$ cat src/rtl/commit_scoreboard.sv
// Commit-stream scoreboard: buffers DUT and golden-model commit records in
// two FIFOs, compares them pairwise and latches the first discrepancy or
// stall timeout.
module commit_scoreboard #(
    parameter int unsigned AW          = 32,
    parameter int unsigned DW          = 32,
    parameter int unsigned DEPTH       = 8,
    parameter int unsigned TIMEOUT     = 64,
    parameter int unsigned STOP_ON_ERR = 1,
    parameter int unsigned CHK_DATA    = 1
) (
    input  logic          clk,
    input  logic          rst,
    input  logic          a_valid,
    output logic          a_ready,
    input  logic [AW-1:0] a_pc,
    input  logic          a_wen,
    input  logic [4:0]    a_waddr,
    input  logic [DW-1:0] a_wdata,
    input  logic          b_valid,
    output logic          b_ready,
    input  logic [AW-1:0] b_pc,
    input  logic          b_wen,
    input  logic [4:0]    b_waddr,
    input  logic [DW-1:0] b_wdata,
    input  logic          clr,
    output logic          err,
    output logic [1:0]    err_code,
    output logic [31:0]   err_idx,
    output logic [AW-1:0] err_pc_a,
    output logic [AW-1:0] err_pc_b,
    output logic [31:0]   cmp_count,
    output logic          halt
);

    localparam int unsigned PW = (DEPTH > 1) ? $clog2(DEPTH) : 1;
    localparam int unsigned CW = PW + 1;
    localparam int unsigned RW = AW + 1 + 5 + DW;
    localparam int unsigned SW = $clog2(TIMEOUT + 1);

    typedef enum logic {RUN, FAIL} state_t;

    state_t          state_q, state_d;
    logic [RW-1:0]   mem_a_q [DEPTH];
    logic [RW-1:0]   mem_b_q [DEPTH];
    logic [PW-1:0]   a_wp_q, a_rp_q, b_wp_q, b_rp_q;
    logic [CW-1:0]   a_cnt_q, b_cnt_q;
    logic [RW-1:0]   ca_q, cb_q;
    logic            cvld_q;
    logic [SW-1:0]   stall_q, stall_d;
    logic            err_q, err_d;
    logic [1:0]      code_q, code_d;
    logic [31:0]     idx_q, idx_d, cnt_q, cnt_d;
    logic [AW-1:0]   pca_q, pca_d, pcb_q, pcb_d;

    logic            a_empty, b_empty, a_full, b_full, a_push, b_push;
    logic            can_pop, pop, eval, timeout;
    logic [RW-1:0]   head_a, head_b;
    logic            nwen_a, nwen_b, pc_mis, reg_mis;

    assign a_empty = (a_cnt_q == '0);
    assign b_empty = (b_cnt_q == '0);
    assign a_full  = (a_cnt_q == CW'(DEPTH));
    assign b_full  = (b_cnt_q == CW'(DEPTH));
    assign a_ready = !a_full;
    assign b_ready = !b_full;
    assign a_push  = a_valid && !a_full && !clr;
    assign b_push  = b_valid && !b_full && !clr;
    assign head_a  = mem_a_q[a_rp_q];
    assign head_b  = mem_b_q[b_rp_q];

    // With STOP_ON_ERR the FAIL state freezes popping and comparison.
    assign can_pop = (state_q == RUN) || (STOP_ON_ERR == 0);
    assign pop     = can_pop && !a_empty && !b_empty && !clr;
    assign eval    = cvld_q && can_pop;
    assign timeout = (stall_q == SW'(TIMEOUT));

    // A write to x0 is architecturally a no-op, so it is compared as no write.
    assign nwen_a  = ca_q[DW+5] && (ca_q[DW+4:DW] != 5'd0);
    assign nwen_b  = cb_q[DW+5] && (cb_q[DW+4:DW] != 5'd0);
    assign pc_mis  = (ca_q[RW-1 -: AW] != cb_q[RW-1 -: AW]);
    assign reg_mis = (nwen_a != nwen_b) ||
                     (nwen_a && nwen_b &&
                      ((ca_q[DW+4:DW] != cb_q[DW+4:DW]) ||
                       ((CHK_DATA != 0) && (ca_q[DW-1:0] != cb_q[DW-1:0]))));

    // FIFO storage writes (data only, no reset needed)
    always_ff @(posedge clk) begin
        if (a_push) mem_a_q[a_wp_q] <= {a_pc, a_wen, a_waddr, a_wdata};
        if (b_push) mem_b_q[b_wp_q] <= {b_pc, b_wen, b_waddr, b_wdata};
    end

    // FIFO pointers and occupancy; pointers wrap naturally at DEPTH
    always_ff @(posedge clk or negedge rst) begin
        if (!rst) begin
            a_wp_q <= '0; a_rp_q <= '0; a_cnt_q <= '0;
            b_wp_q <= '0; b_rp_q <= '0; b_cnt_q <= '0;
        end else if (clr) begin
            a_wp_q <= '0; a_rp_q <= '0; a_cnt_q <= '0;
            b_wp_q <= '0; b_rp_q <= '0; b_cnt_q <= '0;
        end else begin
            if (a_push) a_wp_q <= a_wp_q + PW'(1);
            if (b_push) b_wp_q <= b_wp_q + PW'(1);
            if (pop) begin
                a_rp_q <= a_rp_q + PW'(1);
                b_rp_q <= b_rp_q + PW'(1);
            end
            a_cnt_q <= a_cnt_q + CW'(a_push) - CW'(pop);
            b_cnt_q <= b_cnt_q + CW'(b_push) - CW'(pop);
        end
    end

    // One-stage compare register loaded with both FIFO heads on a pop
    always_ff @(posedge clk or negedge rst) begin
        if (!rst) begin
            cvld_q <= 1'b0; ca_q <= '0; cb_q <= '0;
        end else if (clr) begin
            cvld_q <= 1'b0; ca_q <= '0; cb_q <= '0;
        end else begin
            cvld_q <= pop;
            if (pop) begin
                ca_q <= head_a;
                cb_q <= head_b;
            end
        end
    end

    // Stall counter: counts while exactly one stream has data, saturates
    always_comb begin
        stall_d = stall_q;
        if (pop || (a_empty && b_empty)) stall_d = '0;
        else if ((a_empty != b_empty) && !timeout) stall_d = stall_q + SW'(1);
    end

    // State and status registers
    always_ff @(posedge clk or negedge rst) begin
        if (!rst) begin
            state_q <= RUN; stall_q <= '0; err_q <= 1'b0; code_q <= '0;
            idx_q <= '0; cnt_q <= '0; pca_q <= '0; pcb_q <= '0;
        end else begin
            state_q <= state_d; err_q <= err_d; code_q <= code_d;
            idx_q <= idx_d; cnt_q <= cnt_d; pca_q <= pca_d; pcb_q <= pcb_d;
            stall_q <= clr ? '0 : stall_d;
        end
    end

    // Next-state: compare result takes priority over a same-cycle timeout;
    // only the first error is latched
    always_comb begin
        state_d = state_q;
        err_d   = err_q;
        code_d  = code_q;
        idx_d   = idx_q;
        cnt_d   = cnt_q;
        pca_d   = pca_q;
        pcb_d   = pcb_q;
        if (clr) begin
            state_d = RUN;
            err_d   = 1'b0;
            code_d  = '0;
            idx_d   = '0;
            cnt_d   = '0;
            pca_d   = '0;
            pcb_d   = '0;
        end else if (eval && (pc_mis || reg_mis)) begin
            if (!err_q) begin
                state_d = FAIL;
                err_d   = 1'b1;
                code_d  = pc_mis ? 2'b01 : 2'b10;
                idx_d   = cnt_q;
                pca_d   = ca_q[RW-1 -: AW];
                pcb_d   = cb_q[RW-1 -: AW];
            end
        end else begin
            if (eval) cnt_d = cnt_q + 32'd1;
            if (timeout && !err_q) begin
                state_d = FAIL;
                err_d   = 1'b1;
                code_d  = 2'b11;
                idx_d   = cnt_q;
                pca_d   = a_empty ? '0 : head_a[RW-1 -: AW];
                pcb_d   = b_empty ? '0 : head_b[RW-1 -: AW];
            end
        end
    end

    assign err       = err_q;
    assign err_code  = code_q;
    assign err_idx   = idx_q;
    assign err_pc_a  = pca_q;
    assign err_pc_b  = pcb_q;
    assign cmp_count = cnt_q;
    assign halt      = (state_q == FAIL) && (STOP_ON_ERR != 0);

endmodule

$ cat config.mk
export PLATFORM = sky130hd
export DESIGN_NAME = commit_scoreboard
export DESIGN_NICKNAME = d
export VERILOG_FILES = /design/src/rtl/commit_scoreboard.sv
export SDC_FILE = /design/constraint.sdc
export NUM_CORES = 1
export LEC_CHECK = 0
export CAP_MARGIN = 20
export CORE_ASPECT_RATIO = 0.7
export CORE_MARGIN = 10
export CORE_UTILIZATION = 55
export CTS_BUF_LIST = sky130_fd_sc_hd__clkbuf_8
export CTS_CLUSTER_DIAMETER = 40
export DETAILED_ROUTE_END_ITERATION = 8
export GPL_TIMING_DRIVEN = 1
export PLACE_DENSITY = 0.74
export SYNTH_ARGS = -nofsm -noshare
export SYNTH_HDL_FRONTEND = slang
export SYNTH_SLANG_ARGS = --single-unit
$ cat constraint.sdc
create_clock -name clk -period 11.5 [get_ports clk]
set_input_delay 2.3 -clock clk [delete_from_list [all_inputs] [get_ports clk]]
set_output_delay 2.3 -clock clk [all_outputs]
set_load 0.03 [all_outputs]
==> flow_summary.yaml <==
critical_path:
  r2r_end: "err_code[0]"
  rrSetupSlack_ns: 7.54
  crit_path_cell_trace: "clkbuf_8 > inv_2 > buf_4 > nand4_1 > nor2_4 > buf_4"
  reg2regPathDepth: 8
  timing.rr.start: "cb_q[33]"
  cp_data_arrival_time_ns: 5.67
  worst_setup_path_end_kind: "flip-flop"
  start_kind: "input port"
  slowest_stage: "nor2_4"
  cp.required_ns: 12.01
  cp_common_cell: "buf_4"
  path_max_fanout: 99
  slowest_delay_ns: 0.86
  path_class: "in2reg"
detailed_routing:
  via_per_inst: 6.03
  drtIter0Drc: 2532
  dr.pass1.iters: 6
  post_drt_wl_per_cell_um: 26.1
  wl_mm: 131
  via_count: 30200
  antenna_left: 0
  drc: 0
grt:
  grt_max_degree: 228
  grt_first_pass_wirelength_mm: 197
  antenna_found_initial: 5
  grt_pass1_vias: 31100
  track_usage: 0.223
  overflow: 0
clocking:
  cts_tree: "yes"
  clk_pin_slew_ns: 0.06
  cts_setup_buffers: 0
  cts_resized: 0
  clk_latency_ns: 0.91
  htree_num_levels: 4
  cts_hold_buf: 0
  cts_buffers: 202
  clkSinkCount: 1420
  cts_root_buf: "clkbuf_8"
  cts_buffer_depth: 3
layout:
  fillCellCount: 7030
  nNetsFinal: 3655
  fin_util: 0.635
  syn_to_final_growth_pct: 14.2
  stdcell_count: 5004
  final_layout_size_suffix_gt1_frac: 0.180
timing:
  timing.final.max_slew_violations: 0
  period_share: 0.449
  maxSlewHeadroom: 0.232
  skew_ns: 0.0483
  period_needed_ns: 5.17
  setup_viol: 0
  tightestPinTransition_ns: 1.15
  hold_viol_final: 0
  fmax_ghz: 0.194
  rsz0062_at_grt: "false"
  finalSetupTns_ns: 0
synth:
  syn_area_um2: 56800
  ys_seq_elements: 1420
  ys_seq_area_frac: 0.724
  synth_fp_nets: 3335
  syn_avg_cell_area_um2: 17.9
  synth_cells: 3167
  synth.distinct_cells: 52
  synth_warnings: 0
min_path:
  min_to: "err_pc_a[23]"
  holdPathStages: 2
  hold_start: "err_pc_a[23]"
  hold_path_class: "reg2reg"
die:
  io-pin-count: 279
  initial_core_util: 0.556
  core_area_um2: 102000
  row_count: 98
  die_y_um: 289
  die_x_um: 404
  design.die.area_um2: 117000
power_and_ir_drop:
  p_leak_nw: 21.9
  irDropWorstVdd_mv: 0.218
  power_density_nw_per_um2: 206
placed_design:
  numPortBuffers: 278
  place.gp.congestion: 0.848
  dp_cells: 4630
  hpwl_mm: 80.1
job:
  drv_cap: 0
run_status:
  status: "complete, no violations"
==> stage by stage <==
| stage | power [W] | instance area, um2 | hold slack (ns) | setup WS, ns |
|---|---|---|---|---|
| 6_report | 0.0134 | 64900 | 0.524 | 6.33 |
| 5_1_grt | 0.0140 | 64900 | 0.551 | 6.21 |
| 4_1_cts | 0.0135 | 64800 | 0.527 | 6.46 |
| 3_5_place_dp | 0.00974 | 61000 | 0.518 | 5.47 |
| 3_3_place_gp | 0.00965 | 61000 | 0.519 | 5.53 |
| 2_1_floorplan | 0.00858 | 56800 | 0.523 | 3.06 |
==> flip-flops by register name, indices dropped and copies added, names as in the netlist, 2 cells and up <==
| register | count |
|---|---|
| a_cnt_q | 4 |
| a_rp_q | 3 |
| a_wp_q | 3 |
| b_cnt_q | 4 |
| b_rp_q | 3 |
| b_wp_q | 3 |
| ca_q | 70 |
| cb_q | 70 |
| cmp_count | 32 |
| err_code | 2 |
| err_idx | 32 |
| err_pc_a | 32 |
| err_pc_b | 32 |
| mem_a_q | 560 |
| mem_b_q | 560 |
| stall_q | 7 |
==> Yosys cell counts (all sizes together) <==
| cell type | number | area (um2) |
|---|---|---|
| a21o | 2 | 15.0 |
| nor4 | 19 | 134 |
| and3 | 11 | 68.8 |
| nand3b | 1 | 7.51 |
| clkbuf | 142 | 533 |
| o211a | 1 | 10.0 |
| ha | 21 | 263 |
| o221a | 1 | 11.3 |
| a31oi | 5 | 31.3 |
| dfrtp | 300 | 7510 |
| mux4 | 280 | 6310 |
| xor2 | 75 | 657 |
| a311oi | 1 | 26.3 |
| and2 | 6 | 37.5 |
| or2 | 21 | 131 |
| nor2b | 16 | 100 |
| a211oi | 204 | 1530 |
| a41o | 2 | 20.0 |
| a21oi | 7 | 35.0 |
| inv | 84 | 315 |
| mux2i | 191 | 1910 |
| buf | 73 | 398 |
| nand4 | 28 | 175 |
| o31a | 1 | 8.76 |
| o311ai | 2 | 17.5 |
| nand2 | 74 | 278 |
| edfxtp | 1120 | 33600 |
| o21ai | 65 | 325 |
| nor2 | 191 | 717 |
| o31ai | 3 | 36.3 |
| nor3b | 1 | 7.51 |
| xnor2 | 11 | 96.3 |
| and4 | 6 | 52.6 |
| or4 | 2 | 15.0 |
| nand3 | 19 | 95.1 |
| mux2 | 12 | 135 |
| fa | 2 | 40.0 |
| o21a | 3 | 22.5 |
| nand2b | 5 | 31.3 |
| or3 | 3 | 18.8 |
| a2111oi | 64 | 612 |
| nor3 | 91 | 455 |
| or4b | 1 | 10.0 |
==> per-layer routing <==
metal | share of wire | vias up | GRT usage
met4 | 0.019 | 8 | 0.0665
li1 | - | 13300 | -
met3 | 0.072 | 181 | 0.0511
met1 | 0.40 | 15600 | 0.294
met2 | 0.51 | 1095 | 0.373
met5 | 0.00036 | - | 0
==> kinds of logic (layout without fill, tap and decap cells) <==
kind of cell / after synthesis / in the layout / share of synthesized area
simple gates: 495 / 495 / 0.0411
flops: 1420 / 1420 / 0.724
compound gates: 361 / 361 / 0.0476
fa+ha+maj: 23 / 23 / 0.00533
buf+inv: 299 / 785 / 0.0219
mux: 483 / 483 / 0.147
xor+xnor: 86 / 86 / 0.0133
other cells: 0 / 1 / 0
==> critical path: cells and delay by family <==
kind          cells  cell delay, ns
buf+inv           4            1.83
simple gates      2            1.36
==> power breakdown <==
part           leakage (nW)  internal [W]  total (W)  switching (W)
Clock                  2.16       0.00186    0.00373        0.00187
Sequential             14.2       0.00596    0.00631       0.000351
Combinational          5.56       0.00134    0.00333        0.00198
==> layout make-up <==
cell class,count,area (um2),share of cell area
inverters,84,315,0.00486
repair buffers,331,3310,0.0510
flip-flops and latches,1420,41200,0.634
multi-input cells,1448,14600,0.225
clock inverters,157,875,0.0135
clock buffers,213,2930,0.0452
well taps,1350,1690,0.0260
diodes,1,2.50,0.0000386
==> worst max path at each step <==
stage          startpoint  depth (start not counted)  slack (ns)             end
6_report              clr                          6        6.33  mem_b_q[3][22]
5_1_grt               clr                          6        6.21  mem_b_q[3][24]
4_1_cts               clr                          6        6.46  mem_b_q[3][21]
3_5_place_dp          clr                          6        5.47  mem_b_q[5][18]
3_3_place_gp          clr                          7        5.53  mem_b_q[4][14]
2_1_floorplan         clr                          5        3.06   mem_a_q[1][0]
==> layout by cell type, fill, tap and decap left out, types with 41 or more instances in the layout <==
cell,netlist,routed
a2111oi_1,41,41
a211oi_1,204,204
buf_4,7,46
clkbuf_8,0,214
clkdlybuf4s50_1,0,276
clkinv_1,0,50
dfrtp_1,300,293
edfxtp_1,1120,1120
inv_1,83,143
mux2i_1,191,191
mux4_2,280,280
nand2_1,74,74
nor2_1,191,178
nor3_1,91,85
o21ai_0,65,65
xor2_1,75,75
(Power assumes the default switching activity.)
